===== config.mk =====
export PLATFORM = sky130hd
export DESIGN_NAME = id_hazard_stage_flat
export DESIGN_NICKNAME = d
export VERILOG_FILES = /design/src/rtl/rv_pkg.sv /design/src/rtl/id_hazard_stage_if.sv /design/src/rtl/regfile_2r1w.sv /design/src/rtl/id_hazard_stage.sv /design/src/flat_wrapper.sv
export SDC_FILE = /design/constraint.sdc
export NUM_CORES = 2
export LEC_CHECK = 0
export CAP_MARGIN = 5
export CORE_MARGIN = 10
export CORE_UTILIZATION = 35
export DETAILED_ROUTE_END_ITERATION = 16
export PLACE_DENSITY = 0.5
export SLEW_MARGIN = 30
export SYNTH_ARGS = -nofsm -noshare
export SYNTH_HDL_FRONTEND = slang
export SYNTH_SLANG_ARGS = --single-unit

===== constraint.sdc =====
create_clock -name clk -period 3.3 [get_ports clk]
set_input_delay 0.825 -clock clk [delete_from_list [all_inputs] [get_ports clk]]
set_output_delay 0.825 -clock clk [all_outputs]
set_load 0.02 [all_outputs]

===== src/rtl/rv_pkg.sv =====
// Shared RV32I decode definitions: opcodes, ALUOp encodings and the control
// bundle carried through the ID/EX register.
package rv_pkg;

   localparam logic [6:0] OP_R      = 7'b0110011;
   localparam logic [6:0] OP_IALU   = 7'b0010011;
   localparam logic [6:0] OP_LOAD   = 7'b0000011;
   localparam logic [6:0] OP_STORE  = 7'b0100011;
   localparam logic [6:0] OP_BRANCH = 7'b1100011;
   localparam logic [6:0] OP_JAL    = 7'b1101111;
   localparam logic [6:0] OP_JALR   = 7'b1100111;
   localparam logic [6:0] OP_LUI    = 7'b0110111;
   localparam logic [6:0] OP_AUIPC  = 7'b0010111;

   localparam logic [1:0] ALUOP_ADD = 2'b00;
   localparam logic [1:0] ALUOP_BR  = 2'b01;
   localparam logic [1:0] ALUOP_R   = 2'b10;
   localparam logic [1:0] ALUOP_I   = 2'b11;

   typedef struct packed {
      logic       reg_write;
      logic       mem_read;
      logic       mem_write;
      logic       mem_to_reg;
      logic       alu_src;
      logic       alu_src_a;
      logic       branch;
      logic       jump;
      logic [1:0] alu_op;
   } ctrl_t;

   localparam ctrl_t CTRL_BUBBLE = '0;

endpackage


===== src/rtl/id_hazard_stage_if.sv =====
// Signal bundle between fetch/writeback (master) and the decode stage (slave).
interface id_hazard_stage_if;
   logic [31:0] Instruc_IFID;
   logic [31:0] PC_IFID;
   logic        PCSrc_EX;
   logic        RegWrite_WB;
   logic [4:0]  Rd_WB;
   logic [31:0] WriteData_WB;
   logic        PCWrite;
   logic        Write_IFID;
   logic [31:0] PC_IDEX;
   logic [31:0] RD1_IDEX;
   logic [31:0] RD2_IDEX;
   logic [31:0] Imm_IDEX;
   logic [4:0]  Rs1_IDEX;
   logic [4:0]  Rs2_IDEX;
   logic [4:0]  Rd_IDEX;
   logic [2:0]  Funct3_IDEX;
   logic        Funct7b5_IDEX;
   logic        RegWrite_IDEX;
   logic        MemRead_IDEX;
   logic        MemWrite_IDEX;
   logic        MemToReg_IDEX;
   logic        ALUSrc_IDEX;
   logic        ALUSrcA_IDEX;
   logic        Branch_IDEX;
   logic        Jump_IDEX;
   logic [1:0]  ALUOp_IDEX;

   modport master (
      output Instruc_IFID, PC_IFID, PCSrc_EX, RegWrite_WB, Rd_WB, WriteData_WB,
      input  PCWrite, Write_IFID, PC_IDEX, RD1_IDEX, RD2_IDEX, Imm_IDEX,
             Rs1_IDEX, Rs2_IDEX, Rd_IDEX, Funct3_IDEX, Funct7b5_IDEX,
             RegWrite_IDEX, MemRead_IDEX, MemWrite_IDEX, MemToReg_IDEX,
             ALUSrc_IDEX, ALUSrcA_IDEX, Branch_IDEX, Jump_IDEX, ALUOp_IDEX
   );

   modport slave (
      input  Instruc_IFID, PC_IFID, PCSrc_EX, RegWrite_WB, Rd_WB, WriteData_WB,
      output PCWrite, Write_IFID, PC_IDEX, RD1_IDEX, RD2_IDEX, Imm_IDEX,
             Rs1_IDEX, Rs2_IDEX, Rd_IDEX, Funct3_IDEX, Funct7b5_IDEX,
             RegWrite_IDEX, MemRead_IDEX, MemWrite_IDEX, MemToReg_IDEX,
             ALUSrc_IDEX, ALUSrcA_IDEX, Branch_IDEX, Jump_IDEX, ALUOp_IDEX
   );
endinterface


===== src/rtl/regfile_2r1w.sv =====
// 32x32 register file, two async read ports, one write port; x0 is hardwired 0.
// Define IDHZ_WB_BYPASS_EN to return same-cycle write data on a matching read.
module regfile_2r1w (
   input  logic        clk,
   input  logic        rst_n,
   input  logic [4:0]  ra1,
   input  logic [4:0]  ra2,
   output logic [31:0] rd1,
   output logic [31:0] rd2,
   input  logic        we,
   input  logic [4:0]  wa,
   input  logic [31:0] wd
);
   logic [31:0] regs [1:31];

   always_ff @(posedge clk or negedge rst_n) begin
      if (!rst_n) begin
         for (int i = 1; i < 32; i++) regs[i] <= '0;
      end else if (we && (wa != 5'd0)) begin
         regs[wa] <= wd;
      end
   end

`ifdef IDHZ_WB_BYPASS_EN
   assign rd1 = (ra1 == 5'd0) ? '0 : (we && (wa == ra1)) ? wd : regs[ra1];
   assign rd2 = (ra2 == 5'd0) ? '0 : (we && (wa == ra2)) ? wd : regs[ra2];
`else
   // Pre-write value is returned; EX forwarding must cover distance 3.
   assign rd1 = (ra1 == 5'd0) ? '0 : regs[ra1];
   assign rd2 = (ra2 == 5'd0) ? '0 : regs[ra2];
`endif

endmodule


===== src/rtl/id_hazard_stage.sv =====
// RV32I decode stage: decode, immediates, load-use stall and branch squash
// feeding the ID/EX register. WB bypass is selected by IDHZ_WB_BYPASS_EN.
import rv_pkg::*;

module id_hazard_stage (
   input  logic             clk,
   input  logic             rst_n,
   id_hazard_stage_if.slave bus
);
   logic [31:0] instr;
   logic [6:0]  opcode;
   ctrl_t       ctrl_d, ctrl_q;
   logic [31:0] imm_d;
   logic        use_rs1, use_rs2, legal;
   logic [4:0]  rs1_d, rs2_d, rd_d;
   logic [31:0] rd1, rd2;
   logic        load_use, bubble, squash_q;

   logic [31:0] pc_q, rd1_q, rd2_q, imm_q;
   logic [4:0]  rs1_q, rs2_q, rd_q;
   logic [2:0]  funct3_q;
   logic        funct7b5_q;

   assign instr  = bus.Instruc_IFID;
   assign opcode = instr[6:0];

   always_comb begin
      ctrl_d  = CTRL_BUBBLE;
      imm_d   = '0;
      use_rs1 = 1'b0;
      use_rs2 = 1'b0;
      legal   = 1'b1;
      case (opcode)
         OP_R: begin
            ctrl_d.reg_write = 1'b1; ctrl_d.alu_op = ALUOP_R;
            use_rs1 = 1'b1; use_rs2 = 1'b1;
         end
         OP_IALU: begin
            ctrl_d.reg_write = 1'b1; ctrl_d.alu_src = 1'b1; ctrl_d.alu_op = ALUOP_I;
            use_rs1 = 1'b1;
            imm_d = {{20{instr[31]}}, instr[31:20]};
         end
         OP_LOAD: begin
            ctrl_d.reg_write = 1'b1; ctrl_d.mem_read = 1'b1;
            ctrl_d.mem_to_reg = 1'b1; ctrl_d.alu_src = 1'b1;
            use_rs1 = 1'b1;
            imm_d = {{20{instr[31]}}, instr[31:20]};
         end
         OP_STORE: begin
            ctrl_d.mem_write = 1'b1; ctrl_d.alu_src = 1'b1;
            use_rs1 = 1'b1; use_rs2 = 1'b1;
            imm_d = {{20{instr[31]}}, instr[31:25], instr[11:7]};
         end
         OP_BRANCH: begin
            ctrl_d.branch = 1'b1; ctrl_d.alu_op = ALUOP_BR;
            use_rs1 = 1'b1; use_rs2 = 1'b1;
            imm_d = {{19{instr[31]}}, instr[31], instr[7], instr[30:25], instr[11:8], 1'b0};
         end
         OP_JAL: begin
            ctrl_d.reg_write = 1'b1; ctrl_d.jump = 1'b1;
            ctrl_d.alu_src = 1'b1; ctrl_d.alu_src_a = 1'b1;
            imm_d = {{11{instr[31]}}, instr[31], instr[19:12], instr[20], instr[30:21], 1'b0};
         end
         OP_JALR: begin
            ctrl_d.reg_write = 1'b1; ctrl_d.jump = 1'b1; ctrl_d.alu_src = 1'b1;
            use_rs1 = 1'b1;
            imm_d = {{20{instr[31]}}, instr[31:20]};
         end
         OP_LUI: begin
            ctrl_d.reg_write = 1'b1; ctrl_d.alu_src = 1'b1;
            imm_d = {instr[31:12], 12'b0};
         end
         OP_AUIPC: begin
            ctrl_d.reg_write = 1'b1; ctrl_d.alu_src = 1'b1; ctrl_d.alu_src_a = 1'b1;
            imm_d = {instr[31:12], 12'b0};
         end
         default: legal = 1'b0;
      endcase
   end

   // Unused source fields are zeroed, so they also read x0 and never match a hazard.
   assign rs1_d = use_rs1 ? instr[19:15] : 5'd0;
   assign rs2_d = use_rs2 ? instr[24:20] : 5'd0;
   assign rd_d  = legal   ? instr[11:7]  : 5'd0;

   regfile_2r1w u_regfile (
      .clk   (clk),
      .rst_n (rst_n),
      .ra1   (rs1_d),
      .ra2   (rs2_d),
      .rd1   (rd1),
      .rd2   (rd2),
      .we    (bus.RegWrite_WB),
      .wa    (bus.Rd_WB),
      .wd    (bus.WriteData_WB)
   );

   assign load_use = ctrl_q.mem_read && (rd_q != 5'd0) &&
                     ((rs1_d == rd_q) || (rs2_d == rd_q));
   assign bubble   = bus.PCSrc_EX || squash_q || load_use;

   // Flush and squash already discard this instruction, so stalling would only lose a fetch.
   assign bus.PCWrite    = !(load_use && !bus.PCSrc_EX && !squash_q);
   assign bus.Write_IFID = bus.PCWrite;

   always_ff @(posedge clk or negedge rst_n) begin
      if (!rst_n) begin
         squash_q   <= 1'b0;
         ctrl_q     <= CTRL_BUBBLE;
         pc_q       <= '0;
         rd1_q      <= '0;
         rd2_q      <= '0;
         imm_q      <= '0;
         rs1_q      <= '0;
         rs2_q      <= '0;
         rd_q       <= '0;
         funct3_q   <= '0;
         funct7b5_q <= 1'b0;
      end else begin
         squash_q <= bus.PCSrc_EX;
         if (bubble) begin
            ctrl_q     <= CTRL_BUBBLE;
            pc_q       <= '0;
            rd1_q      <= '0;
            rd2_q      <= '0;
            imm_q      <= '0;
            rs1_q      <= '0;
            rs2_q      <= '0;
            rd_q       <= '0;
            funct3_q   <= '0;
            funct7b5_q <= 1'b0;
         end else begin
            ctrl_q     <= ctrl_d;
            pc_q       <= bus.PC_IFID;
            rd1_q      <= rd1;
            rd2_q      <= rd2;
            imm_q      <= imm_d;
            rs1_q      <= rs1_d;
            rs2_q      <= rs2_d;
            rd_q       <= rd_d;
            funct3_q   <= instr[14:12];
            funct7b5_q <= instr[30];
         end
      end
   end

   assign bus.PC_IDEX       = pc_q;
   assign bus.RD1_IDEX      = rd1_q;
   assign bus.RD2_IDEX      = rd2_q;
   assign bus.Imm_IDEX      = imm_q;
   assign bus.Rs1_IDEX      = rs1_q;
   assign bus.Rs2_IDEX      = rs2_q;
   assign bus.Rd_IDEX       = rd_q;
   assign bus.Funct3_IDEX   = funct3_q;
   assign bus.Funct7b5_IDEX = funct7b5_q;
   assign bus.RegWrite_IDEX = ctrl_q.reg_write;
   assign bus.MemRead_IDEX  = ctrl_q.mem_read;
   assign bus.MemWrite_IDEX = ctrl_q.mem_write;
   assign bus.MemToReg_IDEX = ctrl_q.mem_to_reg;
   assign bus.ALUSrc_IDEX   = ctrl_q.alu_src;
   assign bus.ALUSrcA_IDEX  = ctrl_q.alu_src_a;
   assign bus.Branch_IDEX   = ctrl_q.branch;
   assign bus.Jump_IDEX     = ctrl_q.jump;
   assign bus.ALUOp_IDEX    = ctrl_q.alu_op;

endmodule


===== src/flat_wrapper.sv =====
// flat-port wrapper written by rule: the top's interface ports become plain ports
module id_hazard_stage_flat 
  (clk, rst_n, bus_Instruc_IFID, bus_PC_IFID, bus_PCSrc_EX, bus_RegWrite_WB, bus_Rd_WB, bus_WriteData_WB, bus_PCWrite, bus_Write_IFID, bus_PC_IDEX, bus_RD1_IDEX, bus_RD2_IDEX, bus_Imm_IDEX, bus_Rs1_IDEX, bus_Rs2_IDEX, bus_Rd_IDEX, bus_Funct3_IDEX, bus_Funct7b5_IDEX, bus_RegWrite_IDEX, bus_MemRead_IDEX, bus_MemWrite_IDEX, bus_MemToReg_IDEX, bus_ALUSrc_IDEX, bus_ALUSrcA_IDEX, bus_Branch_IDEX, bus_Jump_IDEX, bus_ALUOp_IDEX);
  id_hazard_stage_if bus_i ();
  input  logic clk;
  input  logic rst_n;
  input wire logic [$bits(bus_i.Instruc_IFID)-1:0] bus_Instruc_IFID;
  input wire logic [$bits(bus_i.PC_IFID)-1:0] bus_PC_IFID;
  input wire logic [$bits(bus_i.PCSrc_EX)-1:0] bus_PCSrc_EX;
  input wire logic [$bits(bus_i.RegWrite_WB)-1:0] bus_RegWrite_WB;
  input wire logic [$bits(bus_i.Rd_WB)-1:0] bus_Rd_WB;
  input wire logic [$bits(bus_i.WriteData_WB)-1:0] bus_WriteData_WB;
  output wire logic [$bits(bus_i.PCWrite)-1:0] bus_PCWrite;
  output wire logic [$bits(bus_i.Write_IFID)-1:0] bus_Write_IFID;
  output wire logic [$bits(bus_i.PC_IDEX)-1:0] bus_PC_IDEX;
  output wire logic [$bits(bus_i.RD1_IDEX)-1:0] bus_RD1_IDEX;
  output wire logic [$bits(bus_i.RD2_IDEX)-1:0] bus_RD2_IDEX;
  output wire logic [$bits(bus_i.Imm_IDEX)-1:0] bus_Imm_IDEX;
  output wire logic [$bits(bus_i.Rs1_IDEX)-1:0] bus_Rs1_IDEX;
  output wire logic [$bits(bus_i.Rs2_IDEX)-1:0] bus_Rs2_IDEX;
  output wire logic [$bits(bus_i.Rd_IDEX)-1:0] bus_Rd_IDEX;
  output wire logic [$bits(bus_i.Funct3_IDEX)-1:0] bus_Funct3_IDEX;
  output wire logic [$bits(bus_i.Funct7b5_IDEX)-1:0] bus_Funct7b5_IDEX;
  output wire logic [$bits(bus_i.RegWrite_IDEX)-1:0] bus_RegWrite_IDEX;
  output wire logic [$bits(bus_i.MemRead_IDEX)-1:0] bus_MemRead_IDEX;
  output wire logic [$bits(bus_i.MemWrite_IDEX)-1:0] bus_MemWrite_IDEX;
  output wire logic [$bits(bus_i.MemToReg_IDEX)-1:0] bus_MemToReg_IDEX;
  output wire logic [$bits(bus_i.ALUSrc_IDEX)-1:0] bus_ALUSrc_IDEX;
  output wire logic [$bits(bus_i.ALUSrcA_IDEX)-1:0] bus_ALUSrcA_IDEX;
  output wire logic [$bits(bus_i.Branch_IDEX)-1:0] bus_Branch_IDEX;
  output wire logic [$bits(bus_i.Jump_IDEX)-1:0] bus_Jump_IDEX;
  output wire logic [$bits(bus_i.ALUOp_IDEX)-1:0] bus_ALUOp_IDEX;
  assign bus_i.Instruc_IFID = bus_Instruc_IFID;
  assign bus_i.PC_IFID = bus_PC_IFID;
  assign bus_i.PCSrc_EX = bus_PCSrc_EX;
  assign bus_i.RegWrite_WB = bus_RegWrite_WB;
  assign bus_i.Rd_WB = bus_Rd_WB;
  assign bus_i.WriteData_WB = bus_WriteData_WB;
  assign bus_PCWrite = bus_i.PCWrite;
  assign bus_Write_IFID = bus_i.Write_IFID;
  assign bus_PC_IDEX = bus_i.PC_IDEX;
  assign bus_RD1_IDEX = bus_i.RD1_IDEX;
  assign bus_RD2_IDEX = bus_i.RD2_IDEX;
  assign bus_Imm_IDEX = bus_i.Imm_IDEX;
  assign bus_Rs1_IDEX = bus_i.Rs1_IDEX;
  assign bus_Rs2_IDEX = bus_i.Rs2_IDEX;
  assign bus_Rd_IDEX = bus_i.Rd_IDEX;
  assign bus_Funct3_IDEX = bus_i.Funct3_IDEX;
  assign bus_Funct7b5_IDEX = bus_i.Funct7b5_IDEX;
  assign bus_RegWrite_IDEX = bus_i.RegWrite_IDEX;
  assign bus_MemRead_IDEX = bus_i.MemRead_IDEX;
  assign bus_MemWrite_IDEX = bus_i.MemWrite_IDEX;
  assign bus_MemToReg_IDEX = bus_i.MemToReg_IDEX;
  assign bus_ALUSrc_IDEX = bus_i.ALUSrc_IDEX;
  assign bus_ALUSrcA_IDEX = bus_i.ALUSrcA_IDEX;
  assign bus_Branch_IDEX = bus_i.Branch_IDEX;
  assign bus_Jump_IDEX = bus_i.Jump_IDEX;
  assign bus_ALUOp_IDEX = bus_i.ALUOp_IDEX;
  id_hazard_stage u_core (.clk(clk), .rst_n(rst_n), .bus(bus_i));
endmodule

# Word-level counts from Yosys, hierarchy flattened
# Index checks and enable logic that the tools add are counted.
[word_totals]
ff_bits = 1150
input_bits = 105
romBits = 0
out_inout_bits = 159
elab_cells = 129
latch_bits = 0
mem_count = 0
ramBits = 0
[classes]
reduce_logical = 25
addsub = 0
shift = 0
muxes = 36
magnitude_cmp = 4
bitwise = 3
mul = 0
n_div = 0
n_eq_ne = 11
[ops]
columns = ["cell", "count"]
rows = [
  ["$bwmux 992", 1],
  ["$mux 32", 11],
  ["$bmux 32 s5", 2],
  ["$demux 32 s5", 1],
  ["$pmux 32 s5", 1],
  ["$mux 5", 6],
  ["$eq 7x6->1 const B", 3],
  ["$eq 7x7->1 const B", 3],
  ["$ge 6x6->1 const B", 3],
  ["$not 5->6", 3],
  ["$eq 7x5->1 const B", 2],
  ["$reduce_or 7->1", 2],
  ["$mux 1", 11],
  ["$eq 5x5->1", 2],
  ["$logic_not 5->1", 2],
  ["$mux 10", 1],
  ["$reduce_bool 5->1", 2],
  ["$reduce_or 9->1", 1],
  ["$eq 7x2->1 const B", 1],
  ["$logic_and 1x1->1", 6],
  ["$lt 6x1->1 const B", 1],
  ["$pmux 2 s3", 1],
  ["$reduce_or 2->1", 3],
  ["$reduce_or 3->1", 2],
  ["other kinds (4)", 8],
]

# Logic depth before layout (Yosys ltp)
[logic_depth]
ltp_word = 10
ltp_mapped = 11
depth_no_buf = 6

# Modules after synthesis
# A second synthesis with hierarchy kept.
[unflattened]
cells_unflattened = 4346
area_unflattened_um2 = 60740.8
[by_module_without_submodules]
columns = ["module", "cells_each", "area_each_um2", "seq_area_each_um2", "instances"]
rows = [
  ["regfile_2r1w", 3720, 52994.6, 24823.8, 1],
  ["id_hazard_stage", 626, 7746.2, 3928.8, 1],
]

# Worst setup path before layout
# Ideal clock, no wire load.
[synth_path]
kind = "input port to output port"
start = "input port bus_Instruc_IFID[5]"
end = "output port bus_Write_IFID"
setup_slack_ns = 0.144
path_stages = 10
required_time_ns = 2.475
t_arrival_ns = 2.331
path_buffers = 4
cell_sequence = "buf_4 -> a21bo_1 -> buf_6 -> buf_2 -> nor3_1 -> o32ai_1 -> nand4_1 -> nand2_1 -> nand2_1 -> buf_4"
[synth_via]
elab_chain_cells = 10
word_cells_on_any_way = 19
classes_between = "8 x eq/ne; 4 x mux; 7 x reduce/logical"
[synth_rtl]
columns = ["element", "line", "source"]
rows = [
  ["start: declaration", "flat_wrapper.sv:7", "input wire logic [$bits(bus_i.Instruc_IFID)-1:0] bus_Instruc_IFID;"],
  ["$eq 7x6->1, or another cell as far along", "id_hazard_stage.sv:33", "case (opcode)"],
  ["$reduce_or 6->1 (no source line) / $reduce_or 3->1 (equally long branches)", "--", ""],
  ["$mux 1", "id_hazard_stage.sv:33", ""],
  ["$mux 5 (on tied branches)", "id_hazard_stage.sv:82, id_hazard_stage.sv:83", ""],
  ["$eq 5x5->1", "id_hazard_stage.sv:99", "((rs1_d == rd_q) || (rs2_d == rd_q));"],
  ["$logic_or 1x1->1 (*)", "id_hazard_stage.sv:99", ""],
  ["$logic_and 1x1->1 (*)", "id_hazard_stage.sv:98", "assign load_use = ctrl_q.mem_read && (rd_q != 5'd0) &&"],
  ["$logic_and 1x1->1 (*) (2 in a row)", "id_hazard_stage.sv:103", "assign bus.PCWrite = !(load_use && !bus.PCSrc_EX && !squash_q);"],
  ["$logic_not 1->1 (*)", "id_hazard_stage.sv:103", ""],
  ["end: declaration", "flat_wrapper.sv:14", "output wire logic [$bits(bus_i.Write_IFID)-1:0] bus_Write_IFID;"],
]
# Mark *: on every way between the ends. The rest lies on a longest branch, timed or not.

# Worst setup path after layout
[layout_path]
start = "input port bus_Instruc_IFID[4]"
end = "output port bus_Write_IFID"
# Same word-level chain as after synthesis.

==> reports/metrics.yaml <==
detailed_routing:
  drtAntennaViolNets: 0
  dr_wl_met2_um: 117700
  dr_total_vias: 49400
  highest_layer: "met5"
  drcViolationCount: 0
  vias_per_cell: 6.041
  drtIter0Drc: 4665
  wl_um: 256900
  met3_wirelength_um: 18800
  routedWlPerCell_um: 31.43
  dr.pass1.iters: 5
  m1WireLength_um: 109500
placed_design:
  hpwlAfterDp_um: 164100
  portBuffers: 263
  gp_congestion: 0.8722
  dp_slack_ns: -1.114
cts:
  ctsHtreeMaxLevel: 4
  clock_latency_ns: 0.80
  numCtsBuffers: 140
  clkTransAtPathRegs_ns: 0.05
  cts_tree: "done"
  clock_path_buffers: 3
  clkSinkCount: 1149
  clock-root-buffer: "clkbuf_16"
global_routing:
  overflow: 0
  grt_pass1_vias: 49780
  grt_pass1_wl_um: 368000
  antenna_found_initial: 9
  grt_max_degree: 112
  grt_usage: 0.2570
floorplan:
  core_area_um2: 174400
  die_width_um: 439.5
  initial_core_util: 0.3532
  die_area_um2: 193200
  io_pins: 264
  die_h_um: 439.5
  rows: 153
setup_path:
  reg2reg_from: "u_core.bus.Rd_IDEX[3]$_DFF_PN0_"
  worst_setup_path_end_kind: "primary output"
  path_class: "in2out"
  cp_max_fo: 4
  regToRegSetupSlack_ns: 0.54
  crit_required_ns: 2.47
  worstSetupStartpoint: "bus_Instruc_IFID[4]"
  cp_data_arrival_time_ns: 2.49
  cp-start-kind: "input pin"
timing:
  period_minus_slack_ns: 3.317
  final_hold_viol_count: 0
  setup_slack_ns: -0.01737
  setup_viol: 2
  finalCritPeriodShare: 1.005
  slew_viol_final: 0
  worstMarginPinSlew_ns: 0.8672
  finClkSkew_ns: 0.03079
  grt_setup_unrepaired: "yes"
  holdWs_ns: 0.4762
  timing.fmax_mhz: 301.4
  max_slew_margin: 0.4219
pwr:
  p_leak_nw: 31.97
  p_total_mw: 41.28
  powerDensity_nw_per_um2: 544.9
  irDropWorstVdd_mv: 0.4801
synthesis:
  synth_compound_area_frac: 0.1254
  post_synth_fa_ha_maj_area_fraction: 0
  yosysTopAreaCellShare: 0.4668
  synth_nets: 5507
  ys_warn_count: 0
  synth_enable_flop_cells: 0
  synth_top_family_by_area: "multiplexers"
  yosysUniqueCellTypes: 72
  yosys.area_share.xor_xnor: 0.0008531
  seq_area_frac_synth: 0.4668
  ys_ff_latch: 1149
  async_flop_share: 1.000
  ys.flop_type: "dfrtp_1"
  synth_area_leader_cell: "dfrtp_1"
  netlist_top_cells_area: "dfrtp_1 (47%), mux2_2 (21%), mux2i_1 (8.7%)"
  synthMuxAreaShare: 0.2998
  synthSimpleGateAreaFrac: 0.06227
  syn_inst: 5402
  synth_area_um2: 61600
  synth.avg_cell_area_um2: 11.40
cells_and_area:
  drive_gt1_frac: 0.3435
  fin_nets: 5840
  seq_area_um2: 28750
  syn_to_final_growth_pct: 22.97
  num-fill-cells: 16270
  multi_input_area_um2: 30510
status:
  violations: "negative setup slack"
  status: "finished with violations"
job:
  cap_violations: 0
hold_path:
  hp-class: "in2reg"
  hp-start: "bus_Instruc_IFID[22]"
[critical path, cell delays in order]
cell	delay [ns]
dlygate4sd2_1	0.32
and3b_2	0.26
o211ai_1	0.24
xor2_1	0.21
o2111ai_2	0.19
nand2_4	0.21
nand2_4	0.07
buf_6	0.14
[cells in the mapped netlist (all sizes together), types with 3 or more instances]
master / n
and3: 3
xnor2: 5
a211oi: 40
o31ai: 14
mux2: 1160
a211o: 13
nor3: 111
nand4: 19
or2: 6
o32ai: 67
clkbuf: 379
a221o: 19
o221ai: 189
a21oi: 294
buf: 200
o22ai: 179
nor4: 93
o21ai: 144
nor2: 294
dfrtp: 1149
a41oi: 5
a2111oi: 38
inv: 73
o211ai: 36
nand2: 131
nand3b: 6
o32a: 25
and3b: 3
nor2b: 4
or3: 3
nor4bb: 5
a22oi: 41
a31oi: 4
nand2b: 62
nand3: 8
mux2i: 538
nor3b: 5
o2bb2ai: 8
a22o: 7
or4b: 4
[logic make-up after synthesis]
group / Yosys count
XOR/XNOR: 6
AO/OA/AOI/OAI: 1132
buffers and inverters: 652
flip-flops: 1149
AND/OR/NAND/NOR: 764
multiplexers: 1699
[report_power, final]
group	internal, mW	leakage, nW	total [mW]	switching, mW
registers	16.5	14.8	18.4	1.91
clock network	9.43	2.33	16.0	6.54
logic	3.68	14.8	6.88	3.20
[registers in the layout, indices dropped and copies added, names as in the netlist, 5 cells and up]
register / flops
u_core.bus.Rs1_IDEX: 5
u_core.bus.PC_IDEX: 32
u_core.bus.Rd_IDEX: 5
u_core.u_regfile.regs: 992
u_core.bus.RD2_IDEX: 32
u_core.bus.Rs2_IDEX: 5
u_core.bus.RD1_IDEX: 32
u_core.bus.Imm_IDEX: 32
[layout by cell type (no fill, tap or decap), drive strengths merged, types with 38 or more instances in the layout]
cell type      netlist  routed
nand2              131     131
clkbuf             379     207
inv                 73      79
o221ai             189     189
clkdlybuf4s50        0     243
a2111oi             38      38
a22oi               41      41
mux2i              538     538
nor2               294     294
dfrtp             1149    1149
a211oi              40      40
a21oi              294     294
nor3               111     111
o22ai              179     179
o21ai              144     144
mux2              1160    1160
nand2b              62      62
nor4                93      93
buf                200     515
o32ai               67      67
[stage by stage]
step	instance area, µm²	TNS, ns	util	std cells
finish	75750	-0.03465	0.4344	8176
floorplan	61600	0	-	5402
CTS	75700	-0.2051	0.4341	8169
detailed placement	70950	-43.48	0.4068	7912
global placement	70920	-42.09	0.4067	7911
global route	75750	-0.1951	0.4343	8173
[path summary, 6_finish.rpt]
path	endpoint	depth (start not counted)
worst max-delay path	bus_Write_IFID	8
worst min-delay path	u_core.bus.Imm_IDEX[22]$_DFF_PN0_	4
worst max register to register	u_core.bus.RD1_IDEX[17]$_DFF_PN0_	9
worst min register to register	u_core.u_regfile.regs[957]$_DFFE_PN0P_	1
max in group asynchronous	u_core.u_regfile.regs[828]$_DFFE_PN0P_	4
min in group asynchronous	u_core.bus.RD2_IDEX[13]$_DFF_PN0_	2
[final cells by class]
type | count | area share
timing repair buffer | 770 | 0.1133
inverter | 73 | 0.003634
clock buffer | 204 | 0.05396
tap | 2325 | 0.03840
clock inverter | 49 | 0.008192
antenna | 5 | 0.0001652
sequential | 1149 | 0.3796
multi-input combinational | 3601 | 0.4028
[layer usage]
layer | GRT usage | up-vias
li1 | - | 20940
met1 | 0.3434 | 25680
met2 | 0.4114 | 2254
met3 | 0.04717 | 512
met4 | 0.09988 | 2
met5 | 0 | -
[what timing repair did]
action	in CTS	in global routing
hold endpoints to repair	8	0
endpoints found under the setup margin	6	2
setup buffers	4	2
hold buffers	1	0
pin swaps	9	8
gates resized for setup	28	11
No activity file was read; power rests on OpenSTA's default activity.
